$ cat src/rtl/sw_debounce_pkg.sv
// Shared constants and helpers for the switch debouncer.
//   DEF_*     : default parameter values for the top level
//   cnt_bits  : counter width for a modulo-n counter (never below 1)
package sw_debounce_pkg;

    localparam int unsigned DEF_WIDTH        = 18;
    localparam int unsigned DEF_TICK_DIV     = 50000;
    localparam int unsigned DEF_STABLE_TICKS = 10;
    localparam int unsigned DEF_CNT_W        = 4;

    // Width needed to count 0..n-1; a 1-bit counter is kept when n <= 1.
    function automatic int unsigned cnt_bits(input int unsigned n);
        return (n > 1) ? $clog2(n) : 1;
    endfunction

endpackage

$ cat src/rtl/sw_debounce_if.sv
// Switch-conditioning bus between the raw board inputs and the PIO.
//   sw_in      : raw asynchronous switch/key levels
//   enable     : 1 = filter runs, 0 = freeze
//   sw_out     : debounced levels (PIO in_port)
//   rise_pulse : one-cycle pulse per channel on 0->1
//   fall_pulse : one-cycle pulse per channel on 1->0
//   changed    : any rise or fall pulse this cycle
interface sw_debounce_if
    import sw_debounce_pkg::*;
#(
    parameter int unsigned WIDTH = DEF_WIDTH
) ();

    logic [WIDTH-1:0] sw_in;
    logic             enable;
    logic [WIDTH-1:0] sw_out;
    logic [WIDTH-1:0] rise_pulse;
    logic [WIDTH-1:0] fall_pulse;
    logic             changed;

    modport master (
        output sw_in, enable,
        input  sw_out, rise_pulse, fall_pulse, changed
    );

    modport slave (
        input  sw_in, enable,
        output sw_out, rise_pulse, fall_pulse, changed
    );

endinterface

$ cat src/rtl/sw_debounce_chan.sv
// One debounce channel: 2-flop synchronizer, tick-based stability counter,
// debounced level register and registered rise/fall pulses.
//   clk, reset_n : clock, async active-low reset
//   sw_i         : raw asynchronous input
//   tick_i       : shared sample tick (already gated by enable)
//   sw_o         : debounced level
//   rise_o/fall_o: one-cycle pulses coincident with the new sw_o value
//   pulse_c      : next-cycle pulse (rise or fall), for the shared changed flag
module sw_debounce_chan
    import sw_debounce_pkg::*;
#(
    parameter int unsigned STABLE_TICKS = DEF_STABLE_TICKS,
    parameter int unsigned CNT_W        = DEF_CNT_W,
    parameter logic        RESET_VAL    = 1'b0
) (
    input  logic clk,
    input  logic reset_n,
    input  logic sw_i,
    input  logic tick_i,
    output logic sw_o,
    output logic rise_o,
    output logic fall_o,
    output logic pulse_c
);

    localparam logic [CNT_W-1:0] LAST_CNT = CNT_W'(STABLE_TICKS);

    logic             s1_q, s2_q;
    logic             level_q, level_d;
    logic [CNT_W-1:0] cnt_q, cnt_d;
    logic             rise_q, rise_d;
    logic             fall_q, fall_d;

    // Stability filter: any agreeing cycle clears the count, so only an
    // uninterrupted mismatch lasting STABLE_TICKS ticks is accepted.
    always_comb begin
        cnt_d   = cnt_q;
        level_d = level_q;
        rise_d  = 1'b0;
        fall_d  = 1'b0;
        if (s2_q == level_q) begin
            cnt_d = '0;
        end else if (tick_i && ((cnt_q + CNT_W'(1)) == LAST_CNT)) begin
            level_d = s2_q;
            cnt_d   = '0;
            rise_d  = s2_q;
            fall_d  = ~s2_q;
        end else if (tick_i) begin
            cnt_d = cnt_q + CNT_W'(1);
        end
    end

    always_ff @(posedge clk or negedge reset_n) begin
        if (!reset_n) begin
            s1_q    <= RESET_VAL;
            s2_q    <= RESET_VAL;
            level_q <= RESET_VAL;
            cnt_q   <= '0;
            rise_q  <= 1'b0;
            fall_q  <= 1'b0;
        end else begin
            s1_q    <= sw_i;
            s2_q    <= s1_q;
            level_q <= level_d;
            cnt_q   <= cnt_d;
            rise_q  <= rise_d;
            fall_q  <= fall_d;
        end
    end

    assign sw_o    = level_q;
    assign rise_o  = rise_q;
    assign fall_o  = fall_q;
    assign pulse_c = rise_d | fall_d;

endmodule

$ cat src/rtl/sw_debounce.sv
// Debounces WIDTH raw switch/key inputs for the switch PIO.
//   clk, reset_n : clock, async active-low reset
//   bus (slave)  : sw_in/enable in; sw_out, rise_pulse, fall_pulse, changed out
// A shared prescaler produces the sample tick; each channel filters
// independently against that tick.
module sw_debounce
    import sw_debounce_pkg::*;
#(
    parameter int unsigned      WIDTH        = DEF_WIDTH,
    parameter int unsigned      TICK_DIV     = DEF_TICK_DIV,
    parameter int unsigned      STABLE_TICKS = DEF_STABLE_TICKS,
    parameter int unsigned      CNT_W        = DEF_CNT_W,
    parameter logic [WIDTH-1:0] RESET_VAL    = '0
) (
    input  logic        clk,
    input  logic        reset_n,
    sw_debounce_if.slave bus
);

    localparam int unsigned      PCNT_W    = cnt_bits(TICK_DIV);
    localparam logic [PCNT_W-1:0] PCNT_LAST = PCNT_W'(TICK_DIV - 1);

    logic [PCNT_W-1:0] pcnt_q, pcnt_d;
    logic              tick_c;
    logic [WIDTH-1:0]  pulse_c;
    logic              changed_q;

    // Prescaler: free-runs while enabled, holds its phase while frozen.
    always_comb begin
        pcnt_d = pcnt_q;
        if (bus.enable) begin
            pcnt_d = (pcnt_q == PCNT_LAST) ? '0 : pcnt_q + PCNT_W'(1);
        end
    end

    assign tick_c = bus.enable && (pcnt_q == PCNT_LAST);

    // changed is registered from the channels' next-pulse terms so it lines
    // up with rise_pulse/fall_pulse.
    always_ff @(posedge clk or negedge reset_n) begin
        if (!reset_n) begin
            pcnt_q    <= '0;
            changed_q <= 1'b0;
        end else begin
            pcnt_q    <= pcnt_d;
            changed_q <= |pulse_c;
        end
    end

    for (genvar g = 0; g < WIDTH; g++) begin : g_chan
        sw_debounce_chan #(
            .STABLE_TICKS (STABLE_TICKS),
            .CNT_W        (CNT_W),
            .RESET_VAL    (RESET_VAL[g])
        ) u_chan (
            .clk     (clk),
            .reset_n (reset_n),
            .sw_i    (bus.sw_in[g]),
            .tick_i  (tick_c),
            .sw_o    (bus.sw_out[g]),
            .rise_o  (bus.rise_pulse[g]),
            .fall_o  (bus.fall_pulse[g]),
            .pulse_c (pulse_c[g])
        );
    end

    assign bus.changed = changed_q;

endmodule

$ cat src/flat_wrapper.sv
// flat-port wrapper written by rule: the top's interface ports become plain ports
module sw_debounce_flat import sw_debounce_pkg::*;
#(
    parameter int unsigned      WIDTH        = DEF_WIDTH,
    parameter int unsigned      TICK_DIV     = DEF_TICK_DIV,
    parameter int unsigned      STABLE_TICKS = DEF_STABLE_TICKS,
    parameter int unsigned      CNT_W        = DEF_CNT_W,
    parameter logic [WIDTH-1:0] RESET_VAL    = '0
)
  (clk, reset_n, bus_sw_in, bus_enable, bus_sw_out, bus_rise_pulse, bus_fall_pulse, bus_changed);
  sw_debounce_if #(.WIDTH(WIDTH)) bus_i ();
  input  logic clk;
  input  logic reset_n;
  input wire logic [$bits(bus_i.sw_in)-1:0] bus_sw_in;
  input wire logic [$bits(bus_i.enable)-1:0] bus_enable;
  output wire logic [$bits(bus_i.sw_out)-1:0] bus_sw_out;
  output wire logic [$bits(bus_i.rise_pulse)-1:0] bus_rise_pulse;
  output wire logic [$bits(bus_i.fall_pulse)-1:0] bus_fall_pulse;
  output wire logic [$bits(bus_i.changed)-1:0] bus_changed;
  assign bus_i.sw_in = bus_sw_in;
  assign bus_i.enable = bus_enable;
  assign bus_sw_out = bus_i.sw_out;
  assign bus_rise_pulse = bus_i.rise_pulse;
  assign bus_fall_pulse = bus_i.fall_pulse;
  assign bus_changed = bus_i.changed;
  sw_debounce #(.WIDTH(WIDTH), .TICK_DIV(TICK_DIV), .STABLE_TICKS(STABLE_TICKS), .CNT_W(CNT_W), .RESET_VAL(RESET_VAL)) u_core (.clk(clk), .reset_n(reset_n), .bus(bus_i));
endmodule
$ cat config.mk
export PLATFORM = sky130hd
export DESIGN_NAME = sw_debounce_flat
export DESIGN_NICKNAME = d
export VERILOG_FILES = /design/src/rtl/sw_debounce_pkg.sv /design/src/rtl/sw_debounce_if.sv /design/src/rtl/sw_debounce_chan.sv /design/src/rtl/sw_debounce.sv /design/src/flat_wrapper.sv
export SDC_FILE = /design/constraint.sdc
export NUM_CORES = 1
export LEC_CHECK = 0
export BUFFER_PORTS_ARGS = -buffer_cell sky130_fd_sc_hd__clkbuf_2
export CAP_MARGIN = 40
export CORE_ASPECT_RATIO = 1.1
export CORE_UTILIZATION = 30
export DETAILED_ROUTE_END_ITERATION = 10
export GPL_ROUTABILITY_DRIVEN = 0
export HOLD_SLACK_MARGIN = 0.08
export PLACE_DENSITY = 0.52
export REMOVE_ABC_BUFFERS = 1
export SYNTH_ARGS = -nofsm -noshare
export SYNTH_HDL_FRONTEND = slang
export SYNTH_HIERARCHICAL = 1
export SYNTH_SLANG_ARGS = --single-unit
$ cat constraint.sdc
create_clock -name clk -period 6.1 [get_ports clk]
set_input_delay 0.61 -clock clk [delete_from_list [all_inputs] [get_ports clk]]
set_output_delay 0.61 -clock clk [all_outputs]
set_load 0.05 [all_outputs]
**Word-level counts from Yosys, hierarchy flattened**

Cells that the tools add are included.

- Register bits: 179
- Bits in latches: 0
- Bits in writable memories: 0
- Memory bits (read-only): 0
- Output and inout bits: 55
- Word-level logic and storage cells: 403
- Memories kept: 0

- $add $sub $neg: 19
- Multipliers: 0
- Divide/modulo/power cells: 0
- Order comparisons: 0
- Equal/unequal tests: 37
- Shift-type cells: 0
- Muxes and demuxes: 127
- Bitwise operators: 54
- Reductions and logical operators: 56

Operators by type and width:

| operator | count |
|---|---|
| 2-to-1 mux 4 bit | 54 |
| adder 4 x 1 -> 4 bit, second input constant | 18 |
| equality test 4 bit, second input constant | 18 |
| 2-to-1 mux 1 bit | 72 |
| nonzero test 3 bit | 18 |
| inverter 1 bit | 36 |
| AND reduction 2 bit | 18 |
| logical AND 1 bit | 19 |
| equality test 1 bit | 18 |
| OR 1 bit | 18 |
| OR reduction 18 bit | 1 |
| adder 16 x 1 -> 16 bit, second input constant | 1 |
| equality test 16 bit, second input constant | 1 |
| 2-to-1 mux 16 bit | 1 |

**Logic depth before layout (Yosys ltp)**

Gate-level depths: netlist of run 1.

- Depth in word-level cells: 7
- Depth in mapped cells: 9
- Mapped depth without buffers: 9

**Hierarchy**

Netlist of run 1, hierarchy kept.

By module, submodules not included:

| module | instances | cells an instance | area an instance (um^2) | seq. area each (um^2) |
|---|---|---|---|---|
| sw_debounce_chan (u_core.g_chan[0].u_chan ...) | 17 | 40 | 449.2 | 225.2 |
| sw_debounce | 1 | 87 | 884.6 | 425.4 |
| sw_debounce_chan (u_core.g_chan[9].u_chan) | 1 | 45 | 484.2 | 225.2 |

**Least setup slack after synthesis of run 1**

OpenSTA, ideal clock, no wires.

- Path kind: register to register
- Start point: reg u_core.pcnt_q[4]
- End point: reg u_core.g_chan[9].u_chan.level_q
- Setup time: 125 ps
- Data arrival time: 6181 ps
- Required time: 5975 ps
- Slack: -206 ps
- Cell stages (with the launch flop): 8
- Clock period less this slack: 6306 ps
- Cells stage by stage: dfrtp_1 > buf_6 > or4b_4 > nor4_2 > buf_2 > nand3_1 > o21ai_2 > mux2_4

- Longest elaborated chain between the ends: 4

Ends and longest elaborated chain:

| item | line | RTL |
|---|---|---|
| start: declaration | sw_debounce.sv:23 | `logic [PCNT_W-1:0] pcnt_q, pcnt_d;` |
| start signal: assignment | sw_debounce.sv:45 | `pcnt_q <= pcnt_d;` |
| equality test 16 bit | sw_debounce.sv:36 | `assign tick_c = bus.enable && (pcnt_q == PCNT_LAST);` |
| logical AND 1 bit | sw_debounce.sv:36 |  |
| net u_core.tick_c | sw_debounce.sv:24 | `logic tick_c;` |
| logical AND 1 bit | sw_debounce_chan.sv:43 | `end else if (tick_i && ((cnt_q + CNT_W'(1)) == LAST_CNT)) begin` |
| AND reduction 2 bit (no line) | n/a |  |
| end signal: assignment | sw_debounce_chan.sv:64 | `level_q <= level_d;` |
| end: declaration | sw_debounce_chan.sv:29 | `logic level_q, level_d;` |

The timed path passes the listed nets, and every way through them passes these cells.
A chain may end at the register's enable or synchronous reset.

**Worst setup path in the final report of run 1**

- Start point: reg u_core.pcnt_q[4]
- End point: reg u_core.g_chan[10].u_chan.cnt_q[0]

- Longest elaborated chain between the ends: 5
- Elaborated cells between the ends (all ways): 6

Ends and longest elaborated chain:

| item | line | RTL |
|---|---|---|
| equality test 16 bit (*) | sw_debounce.sv:36 |  |
| logical AND 1 bit (*) | sw_debounce.sv:36 |  |
| net u_core.tick_c | sw_debounce.sv:24 |  |
| logical AND 1 bit | sw_debounce_chan.sv:43 |  |
| 2-to-1 mux 4 bit | sw_debounce_chan.sv:43 |  |
| 2-to-1 mux 4 bit | sw_debounce_chan.sv:41 | `if (s2_q == level_q) begin` |
| end signal: assignment | sw_debounce_chan.sv:65 | `cnt_q <= cnt_d;` |
| end: declaration | sw_debounce_chan.sv:30 | `logic [CNT_W-1:0] cnt_q, cnt_d;` |

The timed path passes the listed nets; every way through them passes the cells marked *.

==> results.md, run 1 <==
* Clock net sink count at 179
* Peak VDD IR at 0.133 mV
* Die span in y at 184 µm
* Period utilisation layout at 0.458
* Io pins at 76
* Clock latency reported for the late side of the worst-skew pair at 0.44 ns
* Critical Path Start Type: register
* Area occupied by multi-input gates at 4370 µm²
* Pre-CTS setup slack at 3.16 ns
* Overflow after GRT at 0
* Post-cts sizing count at 0
* Worst setup path category: register to register
* Clock tree from TritonCTS: yes
* Worst path arrival time at 3.16 ns
* GRT Util Overall at 0.121
* Detailed-routing wirelength on met1 at 8590 µm
* Number of antenna violations at the first check in global routing at 0
* Min cycle time layout at 2.80 ns
* # fillers at 2930
* Max-cap viol count at 0
* DIE AREA at 30700 µm²
* Effective utilization at floorplan at 0.305
* Hpwl dp at 11700 µm
* Remaining antenna violation count after routing at 0
* Pwr Density at 231 nW/µm²
* DR WL met3 at 554 µm
* Count of input and output buffers at 75
* Width of the die at 167 µm
* Placeable core region at 29600 µm²
* Number of clock buffers inserted by TritonCTS at 17
* Total routed wirelength at 17700 µm
* CTS hold repair buffers at 0
* Growth of design area from synthesis to finish at 16.1%
* Kind of end point of the critical path: register
* Final sum of negative setup slack at 0 ns
* Maximum level of the CTS H-tree at 4
* Met2 Wirelength at 8340 µm
* Worst-case clock skew at 0.0148 ns
* Placement Rows at 66
* Final worst-path setup slack at 3.30 ns
* Detailed-route wire length per cell at 13.7 µm
* Register bit count reported by yosys at 179
* Post-synthesis instance total at 812
* DRC violations left at 1
* Number of global-route vias before repair at 6143
* Run status: finished, violations left
* Required time reported for the critical path endpoint at 6.46 ns
* Detailed router's first-iteration violation count at 382
* Path type of the worst min-delay path: input pin to asynchronous set/reset pin
* Sequential cell area at 4480 µm²
* Fraction of registers with async set/reset at 1.00
* Endpoints failing hold at 0
* Syn Area/Cell at 11.1 µm²
* Top flip-flop cell by instance count after synthesis: sky130_fd_sc_hd__dfrtp_1
* Total power at 2.41 mW
* Final-report setup violation count at 0
* Max layer used: met4
* Violations in the final reports: design-rule violations
* Post-synthesis cell type count at 47
* First-pass detailed-route iteration total at 7
* Largest net degree at the start of global routing at 99
* Fraction of final layout cells with drive strength greater than 1 at 0.206
* Slew @ Worst Pin at 0.752 ns
* DR vias at 6355
* Max Clock Freq at 358 MHz
* Buffer depth of the longest clock path at 2
* Total count of max-transition violations in the final report at 0
* Buffers inserted during post-CTS setup optimization at 0
* ANT cells at 0
* Net total in the final layout at 964
* Cell chosen for the clock root: sky130_fd_sc_hd__clkbuf_16
* Synth warn at 6
* Normalized max-slew margin at 0.499
* Hold Slack at 0.177 ns
* Sequential-to-total area share from yosys stat at 0.497
* Post-synth EDFFs at 0
* Area of the mapped netlist at 9000 µm²
* Max FO, Critical Path at 98
* Unrepaired setup endpoints after global routing: false
* Per-cell via count in the routed design at 4.91
* Lkg Pwr at 4.24 nW
* Clock transition time at the flip-flop clock pins of the worst setup and hold paths at 0.08 ns
* Global-route wire length before repair at 30300 µm
==> Yosys cell counts, types with 18 or more instances <==
library cell,n,area share
sky130_fd_sc_hd__a21oi_1,52,0.029
sky130_fd_sc_hd__xnor2_1,40,0.039
sky130_fd_sc_hd__or4_1,19,0.016
sky130_fd_sc_hd__xor2_1,24,0.023
sky130_fd_sc_hd__a31oi_1,19,0.013
sky130_fd_sc_hd__o21ai_2,18,0.018
sky130_fd_sc_hd__nand2b_1,18,0.013
sky130_fd_sc_hd__mux2_4,18,0.030
sky130_fd_sc_hd__nand2_1,80,0.033
sky130_fd_sc_hd__nand3b_1,20,0.017
sky130_fd_sc_hd__nor3b_1,35,0.029
sky130_fd_sc_hd__nand3_1,45,0.025
sky130_fd_sc_hd__inv_1,38,0.016
sky130_fd_sc_hd__dfrtp_1,179,0.50
sky130_fd_sc_hd__nor2_1,42,0.018
sky130_fd_sc_hd__ha_1,37,0.051
==> routing by layer <==
layer	global-route usage	vias to the layer above
met5	0	-
met4	0.0466	0
met3	0.0260	14
met2	0.196	79
met1	0.159	3115
li1	-	3147
==> report_power, final <==
group | total, mW | switching (mW) | internal, mW | leakage (nW)
registers | 1.25 | 0.0379 | 1.21 | 2.40
clock network | 1.08 | 0.518 | 0.562 | 0.280
logic | 0.0800 | 0.0510 | 0.0289 | 1.56
==> layout by cell type (no fill, tap or decap), drive strengths merged, types with 20 or more instances in the layout <==
master / count
nand2: 80
xnor2: 40
or4: 20
a21oi: 53
clkbuf: 95
o21ai: 24
inv: 46
nor2: 42
ha: 37
nand3b: 20
nor3b: 35
xor2: 24
nand3: 46
dfrtp: 179
==> state kept, by name (all words and copies together), names as in the netlist <==
signal,flops
u_core/g_chan.u_chan/fall_o,18
u_core/bus.changed,1
u_core/g_chan.u_chan/rise_o,18
u_core/g_chan.u_chan/s1_q,18
u_core/pcnt_q,16
u_core/g_chan.u_chan/cnt_q,72
u_core/g_chan.u_chan/s2_q,18
u_core/g_chan.u_chan/sw_o,18
==> critical path: stages, from the launching register on <==
cell and delay [ns]:
sky130_fd_sc_hd__dfrtp_1 0.47, sky130_fd_sc_hd__or4b_4 0.57, sky130_fd_sc_hd__nor4_4 0.33, sky130_fd_sc_hd__buf_12 0.39, sky130_fd_sc_hd__inv_1 0.17, sky130_fd_sc_hd__or4_1 0.53, sky130_fd_sc_hd__a21oi_1 0.14
==> final timing paths <==
kind / startpoint / endpoint / slack [ns] / depth (start not counted)
min in group clk: bus_sw_in[8] / u_core/g_chan[8].u_chan/s1_q$_DFF_PN0_ / 0.27 / 1
max in group asynchronous: reset_n / u_core/g_chan[4].u_chan/sw_o$_DFFE_PN0P_ / 4.75 / 2
hold reg to reg: u_core/g_chan[2].u_chan/s1_q$_DFF_PN0_ / u_core/g_chan[2].u_chan/s2_q$_DFF_PN0_ / 0.35 / 0
hold / removal: reset_n / u_core/g_chan[5].u_chan/cnt_q[2]$_DFFE_PN0P_ / 0.18 / 1
setup / recovery: u_core/pcnt_q[4]$_DFFE_PN0P_ / u_core/g_chan[10].u_chan/cnt_q[0]$_DFFE_PN0P_ / 3.30 / 6
setup reg to reg: u_core/pcnt_q[4]$_DFFE_PN0P_ / u_core/g_chan[10].u_chan/cnt_q[0]$_DFFE_PN0P_ / 3.30 / 6
==> cell type report <==
cell class              instances  share of cell area
multi-input cells             592               0.418
flip-flops and latches        179               0.429
clock buffers                  20              0.0437
inverters                      38              0.0136
well taps                     374              0.0448
repair buffers                 78              0.0401
clock inverters                12              0.0109
==> kinds of logic after synthesis <==
kind of cell               count (synthesis)  synth area share
AOI/OAI and AO/OA                        150             0.121
xor gates and xnor gates                  64            0.0622
adders and majority gates                 37            0.0514
buffers and inverters                     41            0.0181
DFF                                      179             0.497
muxes                                     20            0.0322
and+or+nand+nor                          321             0.217
==> metrics by stage <==
step / area (µm²) / utilization / cells
6_report: 10500 / 0.354 / 1293
5_1_grt: 10500 / 0.354 / 1293
4_1_cts: 10500 / 0.354 / 1293
3_5_place_dp: 9880 / 0.334 / 1261
3_3_place_gp: 9880 / 0.334 / 1261
2_1_floorplan: 8980 / - / 809
Power figures use the tool's default switching activity.
==> run 2, diff against run 1 <==
==> constraint.sdc (replaced) <==
create_clock -name clk -period 2.5 [get_ports clk]
set_input_delay 0.25 -clock clk [delete_from_list [all_inputs] [get_ports clk]]
set_output_delay 0.25 -clock clk [all_outputs]
set_load 0.05 [all_outputs]
==> run 2 against run 1 <==
Against the previous run:
- the run now ends clean
- largest power group unchanged
- flip-flop and latch count did not move
- sequential power rose by 140%
- final cell count rose by 8.1%
- via count rose by 6.8%
==> results.md, run 2 (synthesis gave the netlist of run 1 again) <==
* Run status: completed
* Commonest cells after routing, fill and taps aside: sky130_fd_sc_hd__dfrtp_1, sky130_fd_sc_hd__nand2_1, sky130_fd_sc_hd__buf_4, sky130_fd_sc_hd__clkbuf_2, sky130_fd_sc_hd__nand3_1
* Buffer depth of the longest clock path at 2 (unchanged)
* CP Depth at 7 (+1)
* Maximum level of the CTS H-tree at 4 (unchanged)
* Path type of the worst min-delay path: input pin to register
* Slowest cell on crit path: sky130_fd_sc_hd__or4b_4
* Number of antenna violations at the first check in global routing at 0 (unchanged)
* Clock transition time at the flip-flop clock pins of the worst setup and hold paths at 0.07 ns (about the same)
* Pre-CTS setup slack at -0.0465 ns (-3.21 ns)
* Clock tree from TritonCTS: yes
* Detailed router's first-iteration violation count at 304 (-20%)
* Max FFs per register at 72 (unchanged)
* Largest net degree at the start of global routing at 61 (-38%)
* Net total in the final layout at 1070 (+11%)
* Number of clock buffers inserted by TritonCTS at 17 (unchanged)
* Register containing the most flip-flops in the final layout: u_core/g_chan.u_chan/cnt_q
* Detailed-route wire length per cell at 13.4 µm (-2.5%)
* DIE AREA at 30700 µm² (unchanged)
* Overflow after GRT at 0 (unchanged)
* Clock net sink count at 179 (unchanged)
* Pwr Density at 516 nW/µm² (+120%)
* Total routed wirelength at 18700 µm (+5.4%)
* Hpwl dp at 12700 µm (+8.1%)
* DR vias at 6790 (+6.8%)
* Normalized max-slew margin at 0.684 (+0.185)
* Worst Reg2Reg Path Length in Cells at 7 (+1)
* Placement Rows at 66 (unchanged)
* Max Clock Freq at 401 MHz (+12%)
* Fraction of final layout cells with drive strength greater than 1 at 0.314 (+0.109)
* DRC violations left at 0 (-1)
* Endpoints failing hold at 0 (unchanged)
* Cell type group with the largest total delay on the critical path: simple AND/OR/NAND/NOR gates
* Global-route wire length before repair at 31700 µm (+4.6%)
* Total count of max-transition violations in the final report at 0 (unchanged)
* Unrepaired setup endpoints after global routing: true
* Final-report setup violation count at 0 (unchanged)
* Count of input and output buffers at 75 (unchanged)
* Final worst-path setup slack at 0.00741 ns (-3.30 ns)
* Required time reported for the critical path endpoint at 2.86 ns (-3.60 ns)
* Number of cells on the worst hold path at 3
* Effective utilization at floorplan at 0.305 (unchanged)
* Worst-case clock skew at 0.0141 ns (-0.000769 ns)
* Max FO, Critical Path at 9 (-91%)
* Growth of design area from synthesis to finish at 28.4%
* Clock latency reported for the late side of the worst-skew pair at 0.43 ns (about the same)
* Largest stage delay on the critical path at 0.55 ns (-0.02 ns)
* Placeable core region at 29600 µm² (unchanged)
* Worst setup path category: register to register
* Total power at 5.97 mW (+150%)
* Number of global-route vias before repair at 6607 (+7.6%)
* Worst path arrival time at 2.85 ns (-0.31 ns)
* Buffers plus inverters on the worst setup path at 3 (+1)
* Die span in y at 184 µm (unchanged)
* Kind of end point of the critical path: register
* Period utilisation layout at 0.997 (+0.539)
* Peak VDD IR at 0.431 mV (+220%)
* Placed cell area at 10500 µm² (+6.2%)
* Min cycle time layout at 2.49 ns (-0.303 ns)
* Cell chosen for the clock root: sky130_fd_sc_hd__clkbuf_16
* Remaining antenna violation count after routing at 0 (unchanged)
* Max-cap viol count at 0 (unchanged)
* Critical Path Start Type: register
* Most common cell after layout, fill and taps aside: sky130_fd_sc_hd__dfrtp_1
* Width of the die at 167 µm (unchanged)
* ANT cells at 0 (unchanged)
* Io pins at 76 (unchanged)
* First-pass detailed-route iteration total at 4 (-3)
* GRT Util Overall at 0.126 (+0.00457)
* Lkg Pwr at 4.79 nW (+13%)
* Slew @ Worst Pin at 0.474 ns (-0.278 ns)
* Crit path cell chain: or4b_4, nor4_4, buf_6, buf_12, inv_1, or4_1, a21oi_2
* Post-layout instance area at 11600 µm² (+11%)
* Per-cell via count in the routed design at 4.86 (-1.2%)
## run 2: cell types whose count changed in the layout (fill, tap and decap cells not counted), sizes merged
cell	change
buf	+85
dlygate4sd3	+19
bufinv	+1
clkbuf	+1
clkinv	+1
clkinvlp	+2
inv	-4
## run 2: worst register-to-register path: cells and delay by family, from the launching register on
kind	cells	cell delay, ns
and+or+nand+nor	3	1.47
buffers and inverters	3	0.42
DFF	1	0.40
AOI/OAI and AO/OA	1	0.12
## run 2: stage by stage
step | util | hold WS [ns] | TNS [ns] | cells
6_report | 0.391 | 0.221 | 0 | 1398
5_1_grt | 0.391 | 0.215 | -0.710 | 1398
4_1_cts | 0.381 | 0.185 | -0.0354 | 1389
3_5_place_dp | 0.355 | 0.251 | -0.218 | 1337
3_3_place_gp | 0.355 | 0.243 | -0.0333 | 1337
2_1_floorplan | - | -0.0456 | -474.23 | 809
## run 2: layout make-up
class | count | area, µm²
clock buffer | 19 | 433
timing repair buffer | 184 | 1360
clock inverter | 12 | 125
sequential | 179 | 4480
multi-input combinational | 592 | 4540
inverter | 38 | 158
tap | 374 | 468
fill | 2914 | 18000
## run 2: layer usage
metal | vias to the layer above | GRT usage | part of all wire | wire, µm
met5 | - | 0 | 0 | 0
met1 | 3322 | 0.164 | 0.49 | 9150
met3 | 20 | 0.0248 | 0.026 | 477
li1 | 3363 | - | - | -
met4 | 0 | 0.0393 | 0.015 | 271
met2 | 85 | 0.210 | 0.47 | 8780
## run 2: timing repair
| item | 4_1_cts | 5_1_grt |
|---|---|---|
| buffers inserted | 2 | 7 |
| endpoints found under the hold margin | 67 | 0 |
| gates resized for setup | 3 | 60 |
| hold buffers | 19 | 0 |
| gates cloned | 0 | 2 |
| pin swaps | 2 | 10 |
| endpoints found under the setup margin | 12 | 32 |
## run 2: final timing paths
check / from / slack, ns / endpoint
min in group asynchronous: reset_n / 0.32 / u_core/g_chan[3].u_chan/s1_q$_DFF_PN0_
worst min register to register: u_core/g_chan[2].u_chan/s1_q$_DFF_PN0_ / 0.35 / u_core/g_chan[2].u_chan/s2_q$_DFF_PN0_
max in group asynchronous: reset_n / 1.33 / u_core/g_chan[13].u_chan/rise_o$_DFF_PN0_
worst min-delay path: bus_enable / 0.22 / u_core/pcnt_q[1]$_DFFE_PN0P_
worst max register to register: u_core/pcnt_q[11]$_DFFE_PN0P_ / 0.007 / u_core/g_chan[1].u_chan/cnt_q[0]$_DFFE_PN0P_
worst max-delay path: u_core/pcnt_q[11]$_DFFE_PN0P_ / 0.007 / u_core/g_chan[1].u_chan/cnt_q[0]$_DFFE_PN0P_
## run 2: power by group
part           internal (mW)  switching, mW  leakage [nW]  total, mW
logic                  0.167          0.197          2.12      0.365
clock network           1.39           1.20         0.263       2.59
registers               2.96         0.0459          2.40       3.01
total                   4.52           1.45          4.79       5.97
